## config.mk

```make
export PLATFORM = sky130hd
export DESIGN_NAME = neuron_sum_collector
export DESIGN_NICKNAME = d
export VERILOG_FILES = /design/src/rtl/neuron_sum_collector.sv
export SDC_FILE = /design/constraint.sdc
export NUM_CORES = 1
export LEC_CHECK = 0
export CAP_MARGIN = 10
export CELL_PAD_IN_SITES_DETAIL_PLACEMENT = 0
export CELL_PAD_IN_SITES_GLOBAL_PLACEMENT = 1
export CORE_MARGIN = 3
export CORE_UTILIZATION = 33
export DETAILED_ROUTE_END_ITERATION = 16
export GPL_ROUTABILITY_DRIVEN = 1
export HOLD_SLACK_MARGIN = 0.12
export PLACE_DENSITY = 0.83
export SYNTH_ARGS = -nofsm -noshare
export SYNTH_HDL_FRONTEND = slang
export SYNTH_SLANG_ARGS = --single-unit
```

## constraint.sdc

```tcl
create_clock -name clk -period 1.5 [get_ports clk]
set_input_delay 0.3 -clock clk [delete_from_list [all_inputs] [get_ports clk]]
set_output_delay 0.3 -clock clk [all_outputs]
set_load 0.05 [all_outputs]
```

## src/rtl/neuron_sum_collector.sv

```systemverilog
// Collects per-neuron sums into one packed layer vector; optional saturation via NEURON_SUM_SATURATE_EN.
// Latency: outputs_valid rises one cycle after the transfer that fills the last slot of the layer.
// Backpressure: the vector is held stable until outputs_ready; no sums or sizes are accepted meanwhile.
module neuron_sum_collector #(
    parameter int NEURON_NUM          = 5,
    parameter int NEURON_OUTPUT_WIDTH = 10
) (
    input  logic                                      clk,
    input  logic                                      rst,
    input  logic [$clog2(NEURON_NUM):0]               layer_size,
    input  logic                                      layer_size_valid,
    output logic                                      layer_size_ready,
    input  logic [NEURON_OUTPUT_WIDTH-1:0]            neuron_sum,
    input  logic                                      overflow,
    input  logic                                      neuron_sum_valid,
    output logic                                      neuron_sum_ready,
    output logic [NEURON_NUM*NEURON_OUTPUT_WIDTH-1:0] outputs,
    output logic [NEURON_NUM-1:0]                     outputs_overflow,
    output logic                                      outputs_valid,
    input  logic                                      outputs_ready
);

    localparam int LW = $clog2(NEURON_NUM) + 1;
    localparam int CW = $clog2(NEURON_NUM + 1);
    localparam int W  = NEURON_OUTPUT_WIDTH;

    localparam logic [1:0] IDLE    = 2'd0;
    localparam logic [1:0] COLLECT = 2'd1;
    localparam logic [1:0] OUTPUT  = 2'd2;

    logic [1:0]    state;
    logic [CW-1:0] slot;
    logic [CW-1:0] target;
    logic [CW-1:0] eff_size;
    logic [W-1:0]  sum_store;
    logic          last_slot;

    assign layer_size_ready = (state == IDLE);
    assign neuron_sum_ready = (state == COLLECT);
    assign outputs_valid    = (state == OUTPUT);

    // Out-of-range sizes (0 or above capacity) mean "fill every slot".
    always_comb begin
        eff_size = CW'(NEURON_NUM);
        if (layer_size != '0 && layer_size <= LW'(NEURON_NUM))
            eff_size = CW'(layer_size);
    end

`ifdef NEURON_SUM_SATURATE_EN
    assign sum_store = overflow ? {1'b0, {(W-1){1'b1}}} : neuron_sum;
`else
    assign sum_store = neuron_sum;
`endif

    assign last_slot = (slot == target - CW'(1));

    always_ff @(posedge clk) begin
        if (!rst) begin
            state            <= IDLE;
            slot             <= '0;
            target           <= '0;
            outputs          <= '0;
            outputs_overflow <= '0;
        end else begin
            case (state)
                IDLE: begin
                    if (layer_size_valid) begin
                        target <= eff_size;
                        slot   <= '0;
                        state  <= COLLECT;
                    end
                end
                COLLECT: begin
                    if (neuron_sum_valid) begin
                        for (int i = 0; i < NEURON_NUM; i++) begin
                            if (slot == CW'(i)) begin
                                outputs[i*W +: W]   <= sum_store;
                                outputs_overflow[i] <= overflow;
                            end
                        end
                        slot <= slot + CW'(1);
                        if (last_slot)
                            state <= OUTPUT;
                    end
                end
                OUTPUT: begin
                    // Clearing on hand-off keeps unused slots at zero for the next layer.
                    if (outputs_ready) begin
                        outputs          <= '0;
                        outputs_overflow <= '0;
                        state            <= IDLE;
                    end
                end
                default: state <= IDLE;
            endcase
        end
    end

endmodule
```

Word-level counts from Yosys, hierarchy flattened --
Index checks and enable logic that the tools add are counted.
Word-level totals: bits in registers 63, bits of input ports 20, output and inout port bits 58
Operators by class: add/sub/neg operators 2, magnitude comparators 1, eq/ne operators 16, multiplexer cells 25, reduce and logical (&&, ||, !) cells 14
Operators by type and width (count):
- $mux W50 | 2
- $pmux W50 S2 | 1
- $mux W10 | 5
- $reduce_and A4 Y1 | 6
- $ne A2 B1 Y1 const B | 7
- $mux W5 | 2
- $pmux W5 S2 | 1
- $mux W3 | 3
- $mux W2 | 4
- $eq A3 B2 Y1 const B | 2
- $pmux W2 S3 | 1
- $pmux W3 S2 | 1
- $mux W1 | 5
- $le A4 B3 Y1 const B | 1
- $ne A2 B2 Y1 const B | 2
- $reduce_bool A2 Y1 | 2
- $reduce_bool A4 Y1 | 1
- $add A3 B1 Y3 const B | 1
- $eq A3 B1 Y1 const B | 1
- $eq A3 B3 Y1 | 1
- $eq A3 B3 Y1 const B | 1
- $logic_not A3 Y1 | 1
- $reduce_and A3 Y1 | 1
- $sub A3 B1 Y3 const B | 1
- other kinds (5) | 5

Logic depth before layout (Yosys ltp) --
Gate-level depths: netlist (run 1).
word-level depth 5, depth in mapped cells 7, depth with buffers taken out 5

Worst setup path before layout (run 1) --
No wires, ideal clock.
path type reg-to-output, start point register state[0], end point output neuron_sum_ready, data arrival time 1292 ps, data required time 1200 ps, slack -92 ps, stages on the path, launching flop included 3, buffers on the path 1, path through dfxtp_1 > buf_4 > nor2b_1
On the way: word-level cells in the longest chain between the ends 1
Ends and longest elaborated chain:
- start, declared | line 31 | logic [1:0] state;
- start signal, assigned | line 59 | state <= IDLE;
- start signal, assigned | line 70 | state <= COLLECT;
- start signal, assigned | line 83 | state <= OUTPUT;
- $eq A2 B1 Y1 | line 39 | assign neuron_sum_ready = (state == COLLECT);
- end, declared | line 16 | output logic neuron_sum_ready,
No other way between the ends.

Worst setup path in the final report (run 1) --
start point register state[0], end point output outputs_valid
On the way: word-level cells in the longest chain between the ends 1
Ends and longest elaborated chain:
- $eq A2 B2 Y1 | line 40 | assign outputs_valid = (state == OUTPUT);
- end, declared | line 19 | output logic outputs_valid,
No other way between the ends.

==> results of run 1 <==
## cells in the mapped netlist, types with 2 or more instances
cell	count	area share
sky130_fd_sc_hd__o211ai_1	45	0.11
sky130_fd_sc_hd__clkbuf_1	14	0.018
sky130_fd_sc_hd__nand2_1	5	0.0063
sky130_fd_sc_hd__xnor2_1	3	0.0088
sky130_fd_sc_hd__buf_4	11	0.028
sky130_fd_sc_hd__inv_1	8	0.010
sky130_fd_sc_hd__nor2_1	5	0.0063
sky130_fd_sc_hd__o21a_1	2	0.0050
sky130_fd_sc_hd__buf_2	8	0.013
sky130_fd_sc_hd__nor3_1	2	0.0034
sky130_fd_sc_hd__nand3_1	69	0.12
sky130_fd_sc_hd__a21boi_1	54	0.14
sky130_fd_sc_hd__dfxtp_1	63	0.42
sky130_fd_sc_hd__and3b_1	2	0.0059
sky130_fd_sc_hd__ha_1	6	0.025
sky130_fd_sc_hd__a21boi_0	4	0.010
sky130_fd_sc_hd__nand2b_1	2	0.0042
sky130_fd_sc_hd__nand3b_1	2	0.0050
## logic make-up (layout without fill, tap and decap cells)
kind of cell | Yosys count | in the layout | synth area share
and+or+nand+nor | 100 | 100 | 0.188
xor gates and xnor gates | 4 | 4 | 0.0168
adders and majority gates | 6 | 6 | 0.0252
AOI/OAI and AO/OA | 108 | 108 | 0.272
buffers and inverters | 43 | 120 | 0.0740
DFF | 63 | 63 | 0.424
## worst reg2reg max path, stage by stage (launching register included)
cell and delay [ps]:
sky130_fd_sc_hd__dfxtp_4 370, sky130_fd_sc_hd__inv_1 90, sky130_fd_sc_hd__ha_1 190, sky130_fd_sc_hd__and3b_1 220, sky130_fd_sc_hd__buf_12 170, sky130_fd_sc_hd__nand3_1 100
sky130_fd_sc_hd__a21boi_1 180
## flip-flops by register name (all words and copies together), names as in the netlist
register,cells
outputs,50
outputs_overflow,5
slot,3
target,3
state,2
## area by class of cell
class | count | area [um2]
flip-flops and latches | 63 | 1270
inverters | 8 | 30.0
repair buffers | 96 | 1540
multi-input cells | 218 | 1500
clock inverters | 7 | 72.6
well taps | 108 | 135
fillers | 756 | 4040
clock buffers | 9 | 124
## report_power, final
group	leakage (nW)	switching [mW]	internal [mW]
combinational	1.03	0.281	0.242
clock	0.0956	0.674	0.769
sequential	0.512	0.0307	1.69
## worst max path at each step
stage | from | endpoint | slack [ps]
final | state[0] | outputs_valid | 80
after global routing | state[0] | outputs_valid | 10
after CTS | state[1] | outputs_valid | 10
after detailed placement | neuron_sum_valid | outputs[34] | -190
after global placement | neuron_sum_valid | outputs[36] | -100
after floorplan | state[0] | layer_size_ready | 30
## repair_timing
action,CTS,global route
cloned,0,0
pin swaps,0,1
setup endpoints to repair,3,36
gates resized for setup,2,6
hold endpoints to repair,0,0
## metal layers
| layer | share of wire | global-route usage |
|---|---|---|
| met1 | 0.42 | 0.213 |
| met3 | 0.059 | 0.0505 |
| met2 | 0.50 | 0.281 |
| met5 | 0 | 0 |
| met4 | 0.014 | 0.0440 |
==> impl_summary.txt, run 1 <==
----------------------------------------------------
[Timing]
  Post-Route Setup TNS ... 0 ps
  Setup repair after global routing missed its margin ... false
  Final Skew ... 7.02 ps
  Period utilisation layout ... 0.945
  Number of hold-slack violations in the final timing report ... 0
  Max frequency ... 0.705 GHz
  Slew @ Worst Pin ... 429 ps
  Minimum clock period ... 1420 ps
  Worst Slack Setup Final ... 82.5 ps
  Minimum hold slack ... 471 ps
  Number of max-slew violations in the final report ... 0
  Worst slew margin relative to its limit ... 0.714
  Setup violators final ... 0

[Finish]
  Ratio of cells with drive above 1 in the final layout ... 0.257
  Number of antenna repair diodes ... 0
  Most common library cell in the layout ignoring fill and taps ... sky130_fd_sc_hd__nand3_1
  Final core area utilization ... 0.536
  Number of nets in the finished design ... 422
  Final std cell area, no fill ... 4680 um2
  Finished Layout Cells ... 509
  Commonest cells after routing, fill and taps aside ... sky130_fd_sc_hd__nand3_1 (69), sky130_fd_sc_hd__buf_12 (62), sky130_fd_sc_hd__dfxtp_1 (58)
  Layout Area Growth over Synthesis ... 57.2%

[Setup path]
  Worst Path Max Fanout ... 11
  Levels on crit path ... 3
  Critical Path, Cell by Cell ... nand2b_1 -> inv_1 -> buf_4
  Reg-to-reg slack, setup ... 110 ps
  Reg2reg path depth ... 6
  Critical path start-end classification ... reg2out
  Largest stage delay, worst path ... 380 ps
  Required time reported for the critical path endpoint ... 1200 ps
  Kind of cell with the highest combined delay on the critical path ... flip-flops
  R2R Path Start ... slot[1]
  Capturing point of the worst reg2reg path ... outputs[40]
  Slowest CP cell ... sky130_fd_sc_hd__dfxtp_4
  Setup crit end kind ... output port
  Buffers & Inverters on Critical Path ... 2
  Startpoint type of the worst setup path ... flip-flop
  Endpoint arrival time on the critical path ... 1120 ps

[Die]
  Placement row count ... 34
  Die height ... 101 um
  Die Outline Area ... 10200 um2
  Number of I/O pins ... 78
  Initial standard-cell utilization of the core ... 0.341
  Width of the die ... 101 um
  Area of the core ... 8720 um2

[Routing]
  Antenna viol nets, final ... 0
  Number of vias after detailed routing ... 2740
  Drt wl/cell ... 17.0 um
  Wirelength, routed ... 8.66 mm
  DRC marker count from the first detailed-route iteration ... 164
  Residual DRC ... 0
  Average vias per placed instance ... 5.38
  First-pass iteration count of the detailed router ... 4

[CTS]
  Clock latency on the worst-skew pair ... 340 ps
  Clock edge transition at the registers on the reported setup and hold paths ... 70 ps
  Number of buffers between clock root and the deepest sink ... 2
  CTS Hold Buffers Added ... 0
  Number of sinks driven by the clock tree ... 63
  Clock tree from TritonCTS ... done
  CTS Root Buffer Type ... sky130_fd_sc_hd__clkbuf_8
  Post-CTS setup repair buffer count ... 0
  Total CTS buffers ... 9
  H-tree levels ... 3

[Place]
  Pre-CTS WS ... -194 ps
  Dpl hpwl ... 5.89 mm
  Number of buffers inserted by port buffering ... 77
  Placed cell count ... 493
  Weighted congestion reported at the end of routability-driven placement ... 0.760
  Placed Instance Area ... 4470 um2

[Global route]
  Initial antenna violation count ... 0
  Pin count of the biggest net entering global routing ... 56
  Total grt overflow ... 0
  Overall global routing resource usage ... 0.169
  First-pass GRT wire length ... 13.4 mm
  Via count of the first global-routing pass ... 2566

[Run status]
  Status ... finished clean

[Synth]
  Proportion of synthesized chip area in sequential cells ... 0.424
  Synthesis Warnings ... 0
  Main synth FF type ... sky130_fd_sc_hd__dfxtp_1
  Cells after synthesis ... 324
  Unique cell type count in the Yosys netlist ... 37
  Average cell area after synthesis ... 9.18 um2
  Number of synthesized flops with an enable pin ... 0
  Synthesized flop and latch total ... 63
  Async set-or-reset flop fraction in the synthesized netlist ... 0
  Post-synthesis net count ... 350
  Post-synthesis instance area ... 2980 um2

[Power]
  Leakage Power ... 1.64 nW
  Worst supply voltage drop on vdd ... 0.000411 V
  Power density relative to cell area ... 789 nW/um2
  Overall power after layout ... 3.69 mW

[Min path]
  Launch instance of the worst min-delay path ... target[1]
  Type of the worst min-delay path ... reg2reg
  Depth of the worst hold-timing path ... 2
  Hold path endpoint ... target[1]

[Job]
  Number of max-capacitance violations reported ... 0

----------------------------------------------------
No activity file was read; power rests on OpenSTA's default activity.
==> run 2, diff against run 1 <==
ABC_AREA = 1   (was not set)
CORE_UTILIZATION = 30   (was 33)
GPL_ROUTABILITY_DRIVEN = not set   (was 1)
==> run 2 against run 1 <==
Net effect:
- area after synthesis decreased by 12%
- worst hold slack got worse by 7.0 ps
- critical path depth up 1
- utilization up 1.4 points
- total power rose by 24%
- clock power is essentially flat
- highest routed layer unchanged
==> impl_summary.txt, run 2 <==
----------------------------------------------------
[Min path]
  Type of the worst min-delay path ... reg2reg

[Finish]
  Number of filler cells placed in the layout ... 744 (-1.6%)
  Layout Area Growth over Synthesis ... 75.6%
  Top Registers ... outputs: 50 flops, outputs_overflow: 5 flops
  Final std cell area, no fill ... 4590 um2 (-1.8%)
  Commonest cells after routing, fill and taps aside ... sky130_fd_sc_hd__nand2_1 (80), sky130_fd_sc_hd__buf_12 (59), sky130_fd_sc_hd__dfxtp_1 (58)
  Ratio of cells with drive above 1 in the final layout ... 0.307 (+0.0505)
  Flip-flop count of the largest register after layout ... 50 (unchanged)
  Most flops, register ... outputs
  Number of nets in the finished design ... 484 (+15%)
  Number of antenna repair diodes ... 0 (unchanged)
  Most common library cell in the layout ignoring fill and taps ... sky130_fd_sc_hd__nand2_1
  Final core area utilization ... 0.550 (+0.0141)

[Global route]
  Overall global routing resource usage ... 0.163 (-0.00573)
  First-pass GRT wire length ... 12.6 mm (-6.1%)
  Total grt overflow ... 0 (unchanged)
  Routing usage on met3 ... 0.0309 (-0.0197)
  GR Layer Usage met1 ... 0.204 (-0.00962)
  Grt met2 use ... 0.267 (-0.0145)
  Pin count of the biggest net entering global routing ... 30 (-46%)
  Layer with the highest usage after global routing ... met2
  Via count of the first global-routing pass ... 2588 (+0.86%)
  Initial antenna violation count ... 0 (unchanged)

[Setup path]
  Startpoint type of the worst setup path ... flip-flop
  Endpoint arrival time on the critical path ... 1190 ps (+70 ps)
  Slowest CP cell ... sky130_fd_sc_hd__dfxtp_4
  Kind of cell with the highest combined delay on the critical path ... flip-flops
  Critical path start-end classification ... reg2out
  Largest stage delay, worst path ... 380 ps (about the same)
  Buffers & Inverters on Critical Path ... 3 (+1)
  Worst Path Max Fanout ... 4 (-7)
  Setup crit end kind ... output port
  Critical Path, Cell by Cell ... inv_2 -> nor2_4 -> buf_4 -> buf_12
  Required time reported for the critical path endpoint ... 1200 ps (about the same)

[Synth]
  Average cell area after synthesis ... 7.32 um2 (-20%)
  Synthesis Warnings ... 0 (unchanged)
  Async set-or-reset flop fraction in the synthesized netlist ... 0 (unchanged)
  List of most frequent post-synthesis cells ... sky130_fd_sc_hd__nand2_1 (82), sky130_fd_sc_hd__dfxtp_1 (63), sky130_fd_sc_hd__nor2_1 (57)
  Most numerous cell in the Yosys netlist ... sky130_fd_sc_hd__nand2_1
  Share of Yosys cell area claimed by the top area cell type ... 0.482 (+0.0584)
  Proportion of synthesized chip area in sequential cells ... 0.482 (+0.0584)
  Synthesized flop and latch total ... 63 (unchanged)
  Post-synthesis instance area ... 2620 um2 (-12%)
  Post-synthesis net count ... 383 (+9.4%)
  Top cells by area in the synthesized netlist ... sky130_fd_sc_hd__dfxtp_1 (48%), sky130_fd_sc_hd__nand2_1 (12%), sky130_fd_sc_hd__nor2_1 (8.2%)
  Cells after synthesis ... 357 (+10%)
  Number of synthesized flops with an enable pin ... 0 (unchanged)
  Unique cell type count in the Yosys netlist ... 21 (-43%)
  Main synth FF type ... sky130_fd_sc_hd__dfxtp_1
  Post-synthesis cell type with the largest combined area ... sky130_fd_sc_hd__dfxtp_1

[Timing]
  Minimum clock period ... 1490 ps (+77.1 ps)
  Slew @ Worst Pin ... 336 ps (-93.6 ps)
  Max frequency ... 0.669 GHz (-5.2%)
  Post-Route Setup TNS ... 0 ps (unchanged)
  Setup violators final ... 0 (unchanged)
  Number of hold-slack violations in the final timing report ... 0 (unchanged)
  Number of max-slew violations in the final report ... 0 (unchanged)
  Worst slew margin relative to its limit ... 0.776 (+0.0624)
  Worst Slack Setup Final ... 5.41 ps (-77.1 ps)
  Setup repair after global routing missed its margin ... true
  Final Skew ... 5.84 ps (-1.18 ps)
  Period utilisation layout ... 0.996 (+0.0514)

[Routing]
  First-pass iteration count of the detailed router ... 5 (+1)
  Antenna viol nets, final ... 0 (unchanged)
  Drt wl/cell ... 13.8 um (-19%)
  Average vias per placed instance ... 4.63 (-14%)
  Residual DRC ... 0 (unchanged)
  Number of vias after detailed routing ... 2623 (-4.3%)
  DRC marker count from the first detailed-route iteration ... 111 (-32%)
  Wirelength, routed ... 7.83 mm (-9.6%)

[Place]
  Pre-CTS WS ... -146 ps (+48.0 ps)
  Weighted congestion reported at the end of routability-driven placement ... 0.798 (+4.9%)
  Placed Instance Area ... 4200 um2 (-6.1%)
  Dpl hpwl ... 5.69 mm (-3.5%)
  Number of buffers inserted by port buffering ... 77 (unchanged)

[Die]
  Die height ... 99.4 um (-1.6%)
  Initial standard-cell utilization of the core ... 0.314 (-0.0276)
  Width of the die ... 99.4 um (-1.6%)
  Area of the core ... 8340 um2 (-4.4%)
  Die Outline Area ... 9870 um2 (-3.1%)
  Placement row count ... 33 (-2.9%)
  Number of I/O pins ... 78 (unchanged)

[Power]
  Power density relative to cell area ... 994 nW/um2 (+26%)
  Worst supply voltage drop on vdd ... 0.000393 V (-4.3%)
  Overall power after layout ... 4.56 mW (+24%)
  Leakage Power ... 1.89 nW (+16%)

[CTS]
  CTS Root Buffer Type ... sky130_fd_sc_hd__clkbuf_8
  Clock latency on the worst-skew pair ... 330 ps (about the same)
  Number of buffers between clock root and the deepest sink ... 2 (unchanged)
  CTS Hold Buffers Added ... 0 (unchanged)
  Number of sinks driven by the clock tree ... 63 (unchanged)
  Clock tree from TritonCTS ... done
  H-tree levels ... 3 (unchanged)
  Clock edge transition at the registers on the reported setup and hold paths ... 70 ps (about the same)
  Total CTS buffers ... 9 (unchanged)

[Run status]
  Status ... finished clean

[Job]
  Number of max-capacitance violations reported ... 0 (unchanged)

----------------------------------------------------
-- run 2: cell count changes after synthesis, sizes merged, moves of 31 or more --
cell and delta:
nand2 +81, o21ai +31, nor2 +54, a21boi -58
nand3 -53, o211ai -45, a21oi +38
-- run 2: kinds of logic (layout without fill, tap and decap cells) --
logic type	count (synthesis)	in the layout	share of synthesized area
AOI/OAI and AO/OA	73	73	0.146
and+or+nand+nor	162	162	0.251
DFF	63	63	0.482
buffers and inverters	52	157	0.0885
xor gates and xnor gates	1	1	0.00335
adders and majority gates	6	6	0.0287
-- run 2: final timing paths --
kind,from,to,slack (ps),cells past startpoint
worst max register to register,state[0],outputs[9],20,10
worst min-delay path,slot[0],slot[0],460,1
worst max-delay path,state[0],neuron_sum_ready,5,4
worst min register to register,slot[0],slot[0],460,1
-- run 2: layout make-up --
class / count / area, um2 / share of cell area
clock buffers: 13 / 180 / 0.0392
clock inverters: 2 / 12.5 / 0.00273
inverters: 35 / 151 / 0.0330
multi-input cells: 242 / 1220 / 0.265
flip-flops and latches: 63 / 1270 / 0.278
well taps: 105 / 131 / 0.0286
repair buffers: 107 / 1620 / 0.354
-- run 2: stage by stage --
step | hold WS, ps | std cells
after floorplan | 440 | 357
after global placement | 457 | 544
after detailed placement | 463 | 544
after CTS | 474 | 562
after global routing | 489 | 567
final | 463 | 567
-- run 2: repair_timing --
item                       in CTS  in global routing
setup endpoints to repair       1                 52
pin swaps                       1                  6
hold endpoints to repair        0                  0
cloned                          0                  1
setup buffers                   3                  4
gates resized for setup         0                 46
-- run 2: power breakdown --
part / internal, mW / switching (mW)
clock network: 0.780 / 0.627
registers: 1.77 / 0.113
logic: 0.585 / 0.687
total: 3.14 / 1.43
-- run 2: layer usage --
metal,part of all wire,vias to the layer above
met3,0.063,17
met1,0.41,1194
met4,0.027,0
met5,0,-
li1,-,1332
met2,0.49,80
==> run 3, diff against run 2 <==
CORE_UTILIZATION = 39   (was 30)
DONT_BUFFER_PORTS = 1   (was not set)
HOLD_SLACK_MARGIN = 0.02   (was 0.12)
PLACE_DENSITY = 0.7   (was 0.83)
==> run 3 against run 2 <==
Net effect:
- design area shrank 31%
- non-clock buffer count decreased by 79
- maximum frequency up 2.1%
- global-route usage up 2.6 points
- routed wire length decreased by 9.8%
- first-iteration DRC count rose by 19%
- count of clock-buffer cells in the layout is the same
- highest routed layer unchanged
- sequential power is 13% higher
- clock skew grew 0.55 ps
- clock power grew 33%
==> impl_summary.txt, run 3 (synthesis gave the netlist of run 2 again) <==
----------------------------------------------------
[Place]
  Dpl hpwl ... 4.88 mm (-14%)
  Placed Instance Area ... 2800 um2 (-33%)
  Number of buffers inserted by port buffering ... 0 (-100%)
  Weighted congestion reported at the end of routability-driven placement ... 0.728 (-8.7%)
  Pre-CTS WS ... 57.7 ps (+203 ps)

[Finish]
  Ratio of cells with drive above 1 in the final layout ... 0.174 (-0.133)
  Flip-flop count of the largest register after layout ... 50 (unchanged)
  Layout Area Growth over Synthesis ... 21.3%
  Number of filler cells placed in the layout ... 654 (-12%)
  Most common library cell in the layout ignoring fill and taps ... sky130_fd_sc_hd__nand2_1
  Number of nets in the finished design ... 405 (-16%)
  Number of antenna repair diodes ... 0 (unchanged)
  FF/Latch Area ... 1270 um2 (-0.39%)
  Top Registers ... outputs: 50 flops, outputs_overflow: 5 flops
  Commonest cells after routing, fill and taps aside ... sky130_fd_sc_hd__nand2_1 (81), sky130_fd_sc_hd__dfxtp_1 (60), sky130_fd_sc_hd__nor2_1 (56)
  Final std cell area, no fill ... 3170 um2 (-31%)
  Multi-input gate area in the final layout ... 1160 um2 (-4.3%)
  Most flops, register ... outputs

[CTS]
  Clock edge transition at the registers on the reported setup and hold paths ... 80 ps (about the same)
  Number of buffers between clock root and the deepest sink ... 2 (unchanged)
  CTS Root Buffer Type ... sky130_fd_sc_hd__clkbuf_8
  Clock latency on the worst-skew pair ... 340 ps (about the same)
  Number of sinks driven by the clock tree ... 63 (unchanged)
  H-tree levels ... 3 (unchanged)
  Total CTS buffers ... 9 (unchanged)
  Clock tree from TritonCTS ... done

[Power]
  Worst supply voltage drop on vdd ... 0.000448 V (+14%)
  Leakage Power ... 1.34 nW (-29%)
  Power density relative to cell area ... 1430 nW/um2 (+43%)

[Routing]
  First-pass iteration count of the detailed router ... 4 (-1)
  Wirelength, routed ... 7.06 mm (-9.8%)
  Average vias per placed instance ... 4.96 (+7.1%)
  Drt wl/cell ... 15.3 um (+11%)
  DRC marker count from the first detailed-route iteration ... 132 (+19%)
  Number of vias after detailed routing ... 2285 (-13%)
  Antenna viol nets, final ... 0 (unchanged)
  Residual DRC ... 0 (unchanged)

[Die]
  Number of I/O pins ... 78 (unchanged)
  Placement row count ... 29 (-12%)
  Area of the core ... 6420 um2 (-23%)
  Width of the die ... 87.9 um (-12%)
  Initial standard-cell utilization of the core ... 0.407 (+0.0936)
  Die height ... 87.9 um (-12%)
  Die Outline Area ... 7720 um2 (-22%)

[Setup path]
  Setup crit end kind ... output port
  Worst Path Max Fanout ... 4 (unchanged)
  Critical path start-end classification ... reg2out
  Startpoint type of the worst setup path ... flip-flop
  Required time reported for the critical path endpoint ... 1200 ps (about the same)
  Endpoint arrival time on the critical path ... 1160 ps (-30 ps)

[Timing]
  Minimum clock period ... 1460 ps (-30.5 ps)
  Setup violators final ... 0 (unchanged)
  Worst Slack Setup Final ... 35.9 ps (+30.5 ps)
  Final Skew ... 6.39 ps (+0.547 ps)
  Post-Route Setup TNS ... 0 ps (unchanged)
  Number of hold-slack violations in the final timing report ... 0 (unchanged)
  Number of max-slew violations in the final report ... 0 (unchanged)
  Max frequency ... 0.683 GHz (+2.1%)
  Period utilisation layout ... 0.976 (-0.0204)
  Slew @ Worst Pin ... 567 ps (+232 ps)
  Worst slew margin relative to its limit ... 0.621 (-0.155)
  Setup repair after global routing missed its margin ... true
  Minimum hold slack ... 64.6 ps (-399 ps)

[Job]
  Number of max-capacitance violations reported ... 0 (unchanged)

[Global route]
  Initial antenna violation count ... 0 (unchanged)
  Pin count of the biggest net entering global routing ... 31 (+3.3%)
  Via count of the first global-routing pass ... 2098 (-19%)
  Total grt overflow ... 0 (unchanged)
  Overall global routing resource usage ... 0.189 (+0.0258)
  First-pass GRT wire length ... 10.9 mm (-14%)

[Min path]
  Type of the worst min-delay path ... in2reg

[Run status]
  Status ... finished clean

----------------------------------------------------
-- run 3: cell types whose count changed in the layout (fill, tap and decap cells not counted), moves of 2 or more --
| cell | previous run | this run |
|---|---|---|
| sky130_fd_sc_hd__inv_4 | 4 | 6 |
| sky130_fd_sc_hd__buf_4 | 18 | 22 |
| sky130_fd_sc_hd__bufinv_16 | 0 | 2 |
| sky130_fd_sc_hd__o21ai_1 | 9 | 19 |
| sky130_fd_sc_hd__buf_6 | 10 | 5 |
| sky130_fd_sc_hd__buf_12 | 59 | 0 |
| sky130_fd_sc_hd__o21ai_2 | 14 | 3 |
| sky130_fd_sc_hd__dfxtp_1 | 58 | 60 |
| sky130_fd_sc_hd__clkdlybuf4s50_1 | 19 | 0 |
-- run 3: stage by stage --
step                total power [mW]  utilization  std cells
detailed placement              2.65        0.437        440
floorplan                       2.53            -        357
finish                          4.52        0.494        461
CTS                             4.53        0.479        456
global route                    4.71        0.494        461
global placement                2.64        0.437        440
-- run 3: path summary, 6_finish.rpt --
check,endpoint,startpoint,cells after the start,slack [ps]
hold reg to reg,outputs[24],outputs[24],2,470
setup reg to reg,outputs[12],state[0],9,50
setup / recovery,neuron_sum_ready,state[0],3,40
hold / removal,outputs[28],rst,2,60
-- run 3: routing by layer --
layer	routed length, um	vias to the layer above	part of all wire	GRT usage
met2	3200	63	0.45	0.282
met4	100	0	0.014	0.0795
met1	3250	1042	0.46	0.255
met5	0	-	0	0
met3	507	9	0.072	0.0555
li1	-	1171	-	-
-- run 3: cell type report --
cell class | instances | share of cell area
sequential | 63 | 0.400
multi-input combinational | 242 | 0.367
timing repair buffer | 28 | 0.0746
clock buffer | 13 | 0.0600
inverter | 35 | 0.0462
tap | 77 | 0.0304
clock inverter | 3 | 0.0217
-- run 3: what timing repair did --
| action | 4_1_cts | 5_1_grt |
|---|---|---|
| hold buffers | 0 | 0 |
| pin swaps | 1 | 3 |
| buffers inserted | 0 | 5 |
| resized for setup | 4 | 18 |
| setup endpoints to repair | 2 | 54 |
-- run 3: where the power goes --
part           internal (mW)  switching (mW)
Combinational          0.187           0.331
Clock                   1.18           0.704
Sequential              1.77           0.349
-- run 3: critical path: stages (launching register included) --
cell and delay (ps):
sky130_fd_sc_hd__dfxtp_4 380, sky130_fd_sc_hd__inv_1 70, sky130_fd_sc_hd__nor2_4 140, sky130_fd_sc_hd__buf_4 230
